**src/rtl/mult_acc_win_if.sv**
```systemverilog
// Product stream in, windowed sum out, between the multiplier-side driver and
// the windowed accumulator.
interface mult_acc_win_if #(
   parameter int unsigned N = 8,
   parameter int unsigned M = 4,
   parameter int unsigned L = 8
);
   localparam int unsigned LW    = $clog2(L);
   localparam int unsigned ACC_W = N + M + LW;

   logic             result_ready;
   logic [N+M-1:0]   result;
   logic             flush;
   logic             acc_clr;
   logic             sum_valid;
   logic [ACC_W-1:0] sum;
   logic [LW:0]      sum_cnt;
   logic             busy;

   modport master (
      output result_ready, result, flush, acc_clr,
      input  sum_valid, sum, sum_cnt, busy
   );

   modport slave (
      input  result_ready, result, flush, acc_clr,
      output sum_valid, sum, sum_cnt, busy
   );
endinterface

```
**src/rtl/mult_acc_win.sv**
```systemverilog
// Windowed accumulator: sums L consecutive products from the multiplier and
// emits each completed (or flushed) window sum with a one-cycle valid pulse.
module mult_acc_win #(
   parameter int unsigned N = 8,
   parameter int unsigned M = 4,
   parameter int unsigned L = 8
) (
   input logic           clk,
   input logic           rst_n,
   mult_acc_win_if.slave bus
);
   localparam int unsigned LW    = $clog2(L);
   localparam int unsigned ACC_W = N + M + LW;
   localparam int unsigned CNT_W = LW + 1;

   typedef enum logic {StIdle, StAcc} state_e;

   state_e           state_q;
   logic [ACC_W-1:0] acc_q;
   logic [CNT_W-1:0] cnt_q;
   logic             sum_valid_q;
   logic [ACC_W-1:0] sum_q;
   logic [CNT_W-1:0] sum_cnt_q;

   logic [ACC_W-1:0] add_val;
   logic [ACC_W-1:0] acc_nxt;
   logic [CNT_W-1:0] cnt_nxt;
   logic             win_done;
   logic             emit;

   // Window contents after this edge's accept; IDLE already holds acc=0/cnt=0,
   // so the same arithmetic covers starting a fresh window.
   always_comb begin
      add_val  = bus.result_ready ? {{LW{1'b0}}, bus.result} : '0;
      acc_nxt  = acc_q + add_val;
      cnt_nxt  = cnt_q + CNT_W'(bus.result_ready);
      win_done = bus.result_ready && (cnt_nxt == CNT_W'(L));
      // A full window and a flush on the same edge collapse into one emission.
      emit     = win_done || (bus.flush && (cnt_nxt != '0));
   end

   // FSM, window registers and registered outputs.
   always_ff @(posedge clk or negedge rst_n) begin
      if (!rst_n) begin
         state_q     <= StIdle;
         acc_q       <= '0;
         cnt_q       <= '0;
         sum_valid_q <= 1'b0;
         sum_q       <= '0;
         sum_cnt_q   <= '0;
      end else if (bus.acc_clr) begin
         // Clear wins over everything: drop the product, ignore flush, keep sum.
         state_q     <= StIdle;
         acc_q       <= '0;
         cnt_q       <= '0;
         sum_valid_q <= 1'b0;
      end else if (emit) begin
         state_q     <= StIdle;
         acc_q       <= '0;
         cnt_q       <= '0;
         sum_valid_q <= 1'b1;
         sum_q       <= acc_nxt;
         sum_cnt_q   <= cnt_nxt;
      end else begin
         state_q     <= (cnt_nxt != '0) ? StAcc : StIdle;
         acc_q       <= acc_nxt;
         cnt_q       <= cnt_nxt;
         sum_valid_q <= 1'b0;
      end
   end

   assign bus.sum_valid = sum_valid_q;
   assign bus.sum       = sum_q;
   assign bus.sum_cnt   = sum_cnt_q;
   assign bus.busy      = (state_q == StAcc);
endmodule

```
**src/flat_wrapper.sv**
```systemverilog
// flat-port wrapper written by rule: the top's interface ports become plain ports
module mult_acc_win_flat 
#(
   parameter int unsigned N = 8,
   parameter int unsigned M = 4,
   parameter int unsigned L = 8
)
  (clk, rst_n, bus_result_ready, bus_result, bus_flush, bus_acc_clr, bus_sum_valid, bus_sum, bus_sum_cnt, bus_busy);
  mult_acc_win_if #(.N(N), .M(M), .L(L)) bus_i ();
  input logic clk;
  input logic rst_n;
  input wire logic [$bits(bus_i.result_ready)-1:0] bus_result_ready;
  input wire logic [$bits(bus_i.result)-1:0] bus_result;
  input wire logic [$bits(bus_i.flush)-1:0] bus_flush;
  input wire logic [$bits(bus_i.acc_clr)-1:0] bus_acc_clr;
  output wire logic [$bits(bus_i.sum_valid)-1:0] bus_sum_valid;
  output wire logic [$bits(bus_i.sum)-1:0] bus_sum;
  output wire logic [$bits(bus_i.sum_cnt)-1:0] bus_sum_cnt;
  output wire logic [$bits(bus_i.busy)-1:0] bus_busy;
  assign bus_i.result_ready = bus_result_ready;
  assign bus_i.result = bus_result;
  assign bus_i.flush = bus_flush;
  assign bus_i.acc_clr = bus_acc_clr;
  assign bus_sum_valid = bus_i.sum_valid;
  assign bus_sum = bus_i.sum;
  assign bus_sum_cnt = bus_i.sum_cnt;
  assign bus_busy = bus_i.busy;
  mult_acc_win #(.N(N), .M(M), .L(L)) u_core (.clk(clk), .rst_n(rst_n), .bus(bus_i));
endmodule
```
**config.mk**
```make
export PLATFORM = sky130hd
export DESIGN_NAME = mult_acc_win_flat
export DESIGN_NICKNAME = d
export VERILOG_FILES = /design/src/rtl/mult_acc_win_if.sv /design/src/rtl/mult_acc_win.sv /design/src/flat_wrapper.sv
export SDC_FILE = /design/constraint.sdc
export NUM_CORES = 1
export LEC_CHECK = 0
export ABC_AREA = 1
export BUFFER_PORTS_ARGS = -buffer_cell sky130_fd_sc_hd__buf_4
export CORE_ASPECT_RATIO = 0.5
export CORE_MARGIN = 8
export CORE_UTILIZATION = 61
export DETAILED_ROUTE_END_ITERATION = 10
export PLACE_DENSITY = 0.89
export SETUP_SLACK_MARGIN = 0.02
export SYNTH_ARGS = -nofsm -noshare
export SYNTH_HDL_FRONTEND = slang
export SYNTH_SLANG_ARGS = --single-unit
```
**constraint.sdc**
```tcl
create_clock -name clk -period 4.3 [get_ports clk]
set_input_delay 0 -clock clk [delete_from_list [all_inputs] [get_ports clk]]
set_output_delay 0 -clock clk [all_outputs]
set_load 0.01 [all_outputs]
```
; Word level (Yosys, flattened, before mapping)
; Cells that the tools add are included.
[op_classes]
n_eq_ne = 1
n_bitwise = 1
addsub = 2
n_mux = 10
n_reduce_logical = 5
[op_table]
columns = op, n
row1 = $mux 15, 2
row2 = $add 15x15->15, 1
row3 = $mux 12, 1
row4 = $mux 4, 2
row5 = $mux 1, 5
row6 = $add 4x1->4, 1
row7 = $eq 4x4->1 const B, 1
row8 = $reduce_bool 4->1, 1
row9 = $logic_and 1x1->1, 2
row10 = $reduce_and 2->1, 1
row11 = $logic_or 1x1->1, 1
row12 = $not 1->1, 1
[totals]
ff_bits = 40

; Longest topological paths before layout
[logic_depth]
word_depth = 6
mapped_depth = 14

; Least setup slack after synthesis
; No wires, ideal clock.
[synth_timing]
kind = flip-flop to flip-flop
startpoint = reg u_core.cnt_q[0]
endpoint = reg u_core.sum_q[14], in the netlist u_core.bus.sum[14]
stages_incl_launch_ff = 11
arrival_ns = 1.600
synth_period_minus_slack_ns = 1.717
setup_ns = 0.118
path_buffers = 1
path_slack_ns = 2.583
t_required_ns = 4.182
path_cell_list = dfrtp_1 ha_1 ha_1 inv_1 nand2_1 nand3b_1 nand2_2 nand3_2 buf_4 nand2_1 nand2_1
[synth_between]
elab_chain_cells = 5
elab_cells_between_ends = 7
cone_classes = add/sub (1) / eq/ne (1) / reduce/logical (5)
[synth_rtl]
columns = element, line
row1 = start: declaration, mult_acc_win.sv:20  ; logic [CNT_W-1:0] cnt_q;
row2 = start signal: assignment, mult_acc_win.sv:67  ; cnt_q <= cnt_nxt;
row3 = $add 4x1->4 (*), mult_acc_win.sv:36  ; cnt_nxt = cnt_q + CNT_W'(bus.result_ready);
row4 = net u_core.cnt_nxt[1], mult_acc_win.sv:27  ; logic [CNT_W-1:0] cnt_nxt;
row5 = $eq 4x4->1 or $reduce_bool 4->1 (tied branches), "mult_acc_win.sv:37, mult_acc_win.sv:39"
row6 = "$logic_and 1x1->1, on equally long branches", "mult_acc_win.sv:37, mult_acc_win.sv:39"
row7 = $logic_or 1x1->1 (*), mult_acc_win.sv:39  ; emit = win_done || (bus.flush && (cnt_nxt != '0));
row8 = $reduce_and 2->1 (no line) (*), n/a
row9 = end signal: assignment, mult_acc_win.sv:62  ; sum_q <= acc_nxt;
row10 = end: declaration, mult_acc_win.sv:22  ; logic [ACC_W-1:0] sum_q;
; The timed path passes the listed nets; every way through them passes the cells marked *.
; A chain may end at the register's enable or synchronous reset.

; Worst setup path after layout
[layout_timing]
startpoint = reg u_core.cnt_q[0]
endpoint = reg u_core.sum_q[9], in the netlist u_core.bus.sum[9]
; Same word-level chain as after synthesis.

==> results.sh <==
export IMPL_critical_path_class="reg -> reg"
export IMPL_h_tree_depth=2
export IMPL_worst_pin_slew_ns=0.700
export IMPL_top_level_ports=38
export IMPL_core_um2=3840
export IMPL_path_max_fanout=31
export IMPL_overflow=0
export IMPL_synth_top_cell_by_area="dfrtp_1"
export IMPL_wl_um=5610
export IMPL_synth_top_area_frac=0.417
export IMPL_synth_top_family_by_area="simple AND/OR/NAND/NOR gates"
export IMPL_setup_tns_ns=0
export IMPL_antenna_found_initial=0
export IMPL_finalCriticalPeriod_ns=2.51
export IMPL_synth_cells=324
export IMPL_cts_buffers=5
export IMPL_synth_area_leaders="dfrtp_1 42%, nand2_1 19%, inv_1 8.3%"
export IMPL_wl_per_cell_um=13.4
export IMPL_synth_simple_gate_area_share=0.313
export IMPL_synth_area_per_cell_um2=7.41
export IMPL_port_buffers=37
export IMPL_routed_via_count=2115
export IMPL_drv_cap=0
export IMPL_die_w_um=105
export IMPL_grt_max_degree=41
export IMPL_cts_sinks=40
export IMPL_fin_nets=397
export IMPL_post_cts_resized=0
export IMPL_diodes=0
export IMPL_maxSlewHeadroom=0.533
export IMPL_cts_tree="yes"
export IMPL_irDropWorstVdd_mv=0.241
export IMPL_die_height_um=60.4
export IMPL_fin_worst_skew_ns=0.0154
export IMPL_grt_pass1_wl_um=9520
export IMPL_cp_start_kind="flop"
export IMPL_synthMuxAreaShare=0
export IMPL_finalCritPeriodShare=0.585
export IMPL_yosysMostFrequentCell="nand2_1"
export IMPL_ys_seq_area_frac=0.417
export IMPL_synthesis_nets=356
export IMPL_drtPass1Iterations=4
export IMPL_hold_viol_final=0
export IMPL_fin_util=0.730
export IMPL_yosysWarnings=0
export IMPL_worstPathArrival_ns=2.76
export IMPL_synth_cell_types=25
export IMPL_synthAdderAreaFrac=0.0813
export IMPL_setup_viol=0
export IMPL_hpwlAfterDp_um=4100
export IMPL_die_area_um2=6320
export IMPL_path_clk_slew_ns=0.08
export IMPL_hold_path_class="in -> reg"
export IMPL_drt_first_iter_violations=119
export IMPL_hold_ws_ns=0.106
export IMPL_clk_latency_ns=0.31
export IMPL_synth_commonest_cells="122 x nand2_1, 53 x inv_1, 40 x dfrtp_1"
export IMPL_regArea_um2=1000
export IMPL_via_per_inst=5.04
export IMPL_postCtsSetupBuffers=0
export IMPL_rsz0062_at_grt="false"
export IMPL_row_count=16
export IMPL_areaGrowthSynthToFinish_pct=17.0
export IMPL_p_per_area_nw_per_um2=381
export IMPL_multi_input_area_um2=1150
export IMPL_ys_flop_type="dfrtp_1"
export IMPL_initial_core_util=0.624
export IMPL_synth_compound_area_share=0.0594
export IMPL_ant_nets=0
export IMPL_cts_root_buf="clkbuf_8"
export IMPL_cp_end_kind="flop"
export IMPL_nFillCells=306
export IMPL_crit_slowest_cell="nand3_2"
export IMPL_grt_usage=0.187
export IMPL_ys_ff_latch=40
export IMPL_slew_viol_final=0
export IMPL_netlist_area_um2=2400
export IMPL_synthArstFlopShare=1.00
export IMPL_cpPeakStageDelay_ns=0.54
export IMPL_crit_chain="ha_1 > ha_1 > inv_1 > nand2_1 > nand3b_1 > nand2_2 > nand3_2 > inv_2 > nand3_1 > nand2_1"
export IMPL_status="completed"
export IMPL_yosys_area_share_xor_xnor=0.0255
export IMPL_globalplace_congestion=0.905
export IMPL_cts_buffer_depth=2
export IMPL_drc=0
export IMPL_critPathRequiredTime_ns=4.54
export IMPL_layout_drive_gt1_share=0.172
export IMPL_leakage_uw=0.00169
export IMPL_first_global_vias=2141
export IMPL_synth_enable_flop_cells=0
export IMPL_fmaxAchievable_mhz=398
worst max-delay path: cells and delay by family (launching register included):
| family | cells | cell delay, ns |
|---|---|---|
| fa+ha+maj | 2 | 0.51 |
| buf+inv | 2 | 0.47 |
| flops | 1 | 0.37 |
| simple gates | 6 | 1.12 |
cell usage in the layout (no fill, tap or decap), drive strengths merged:
cell         synthesis  final
a21oi               10     10
and2                 1      1
buf                  4     37
clkbuf               1      5
clkinv               0      3
dfrtp               40     40
dlygate4sd3          0      2
fa                   1      1
ha                  14     14
inv                 54     54
nand2              125    125
nand3               18     18
nand3b               3      3
nand4                3      3
nor2                30     30
o21ai               11     11
or2                  2      2
xnor2                5      5
xor2                 2      2
layer usage:
metal  global-route usage  vias to the layer above  part of all wire
li1                     -                     1063                 -
met1                0.213                      976              0.42
met2                0.332                       64              0.50
met3               0.0434                       12             0.067
met4                0.104                        0             0.018
met5                    0                        -                 0
cell type report:
cell class	count	area share
Clock buffer	5	0.0245
Clock inverter	3	0.00668
Inverter	54	0.0722
Multi-Input combinational cell	225	0.410
Sequential cell	40	0.357
Tap cell	54	0.0241
Timing Repair Buffer	39	0.106
logic make-up after synthesis:
| logic type | count (synthesis) |
|---|---|
| AO/OA/AOI/OAI | 21 |
| AND/OR/NAND/NOR | 182 |
| flip-flops | 40 |
| adder cells (fa/ha/maj) | 15 |
| buffers and inverters | 59 |
| XOR/XNOR | 7 |
through the flow:
stage                     setup WS, ns  instance area [um2]  std cells  power [uW]
after floorplan                   2.58                 2400        324         681
after global placement            1.95                 2700        410         806
after detailed placement          1.82                 2700        410         820
after CTS                         1.79                 2810        420        1070
after global routing              1.49                 2810        420        1130
final                             1.79                 2810        420        1070
sequential cells by signal (all words and copies together), names as in the netlist:
register and cells:
u_core.bus.sum 15, u_core.bus.busy 1, u_core.bus.sum_valid 1, u_core.bus.sum_cnt 4, u_core.acc_q 15, u_core.cnt_q 4
power by group:
| group | leakage (uW) | switching [uW] | internal (uW) | total, uW |
|---|---|---|---|---|
| clock | 0.0000479 | 141 | 113 | 254 |
| sequential | 0.000536 | 36.6 | 440 | 476 |
| combinational | 0.00110 | 191 | 147 | 339 |
| total | 0.00169 | 369 | 700 | 1070 |
worst paths after layout:
kind                                     from                 end  slack, ns  cells after the start
max                           u_core.cnt_q[0]   u_core.bus.sum[9]       1.79                     10
min                                 bus_flush     u_core.acc_q[5]       0.11                      6
max reg2reg                   u_core.cnt_q[0]   u_core.bus.sum[9]       1.79                     10
min reg2reg                u_core.bus.sum[10]  u_core.bus.sum[10]       0.49                      2
max in group asynchronous               rst_n     u_core.acc_q[9]       3.74                      2
min in group asynchronous               rst_n     u_core.acc_q[2]       0.20                      2
what timing repair did:
item                                   CTS  global route
setup endpoints to repair                0             0
endpoints found under the hold margin   42             0
hold buffers                             2             0
(Power assumes the default switching activity.)
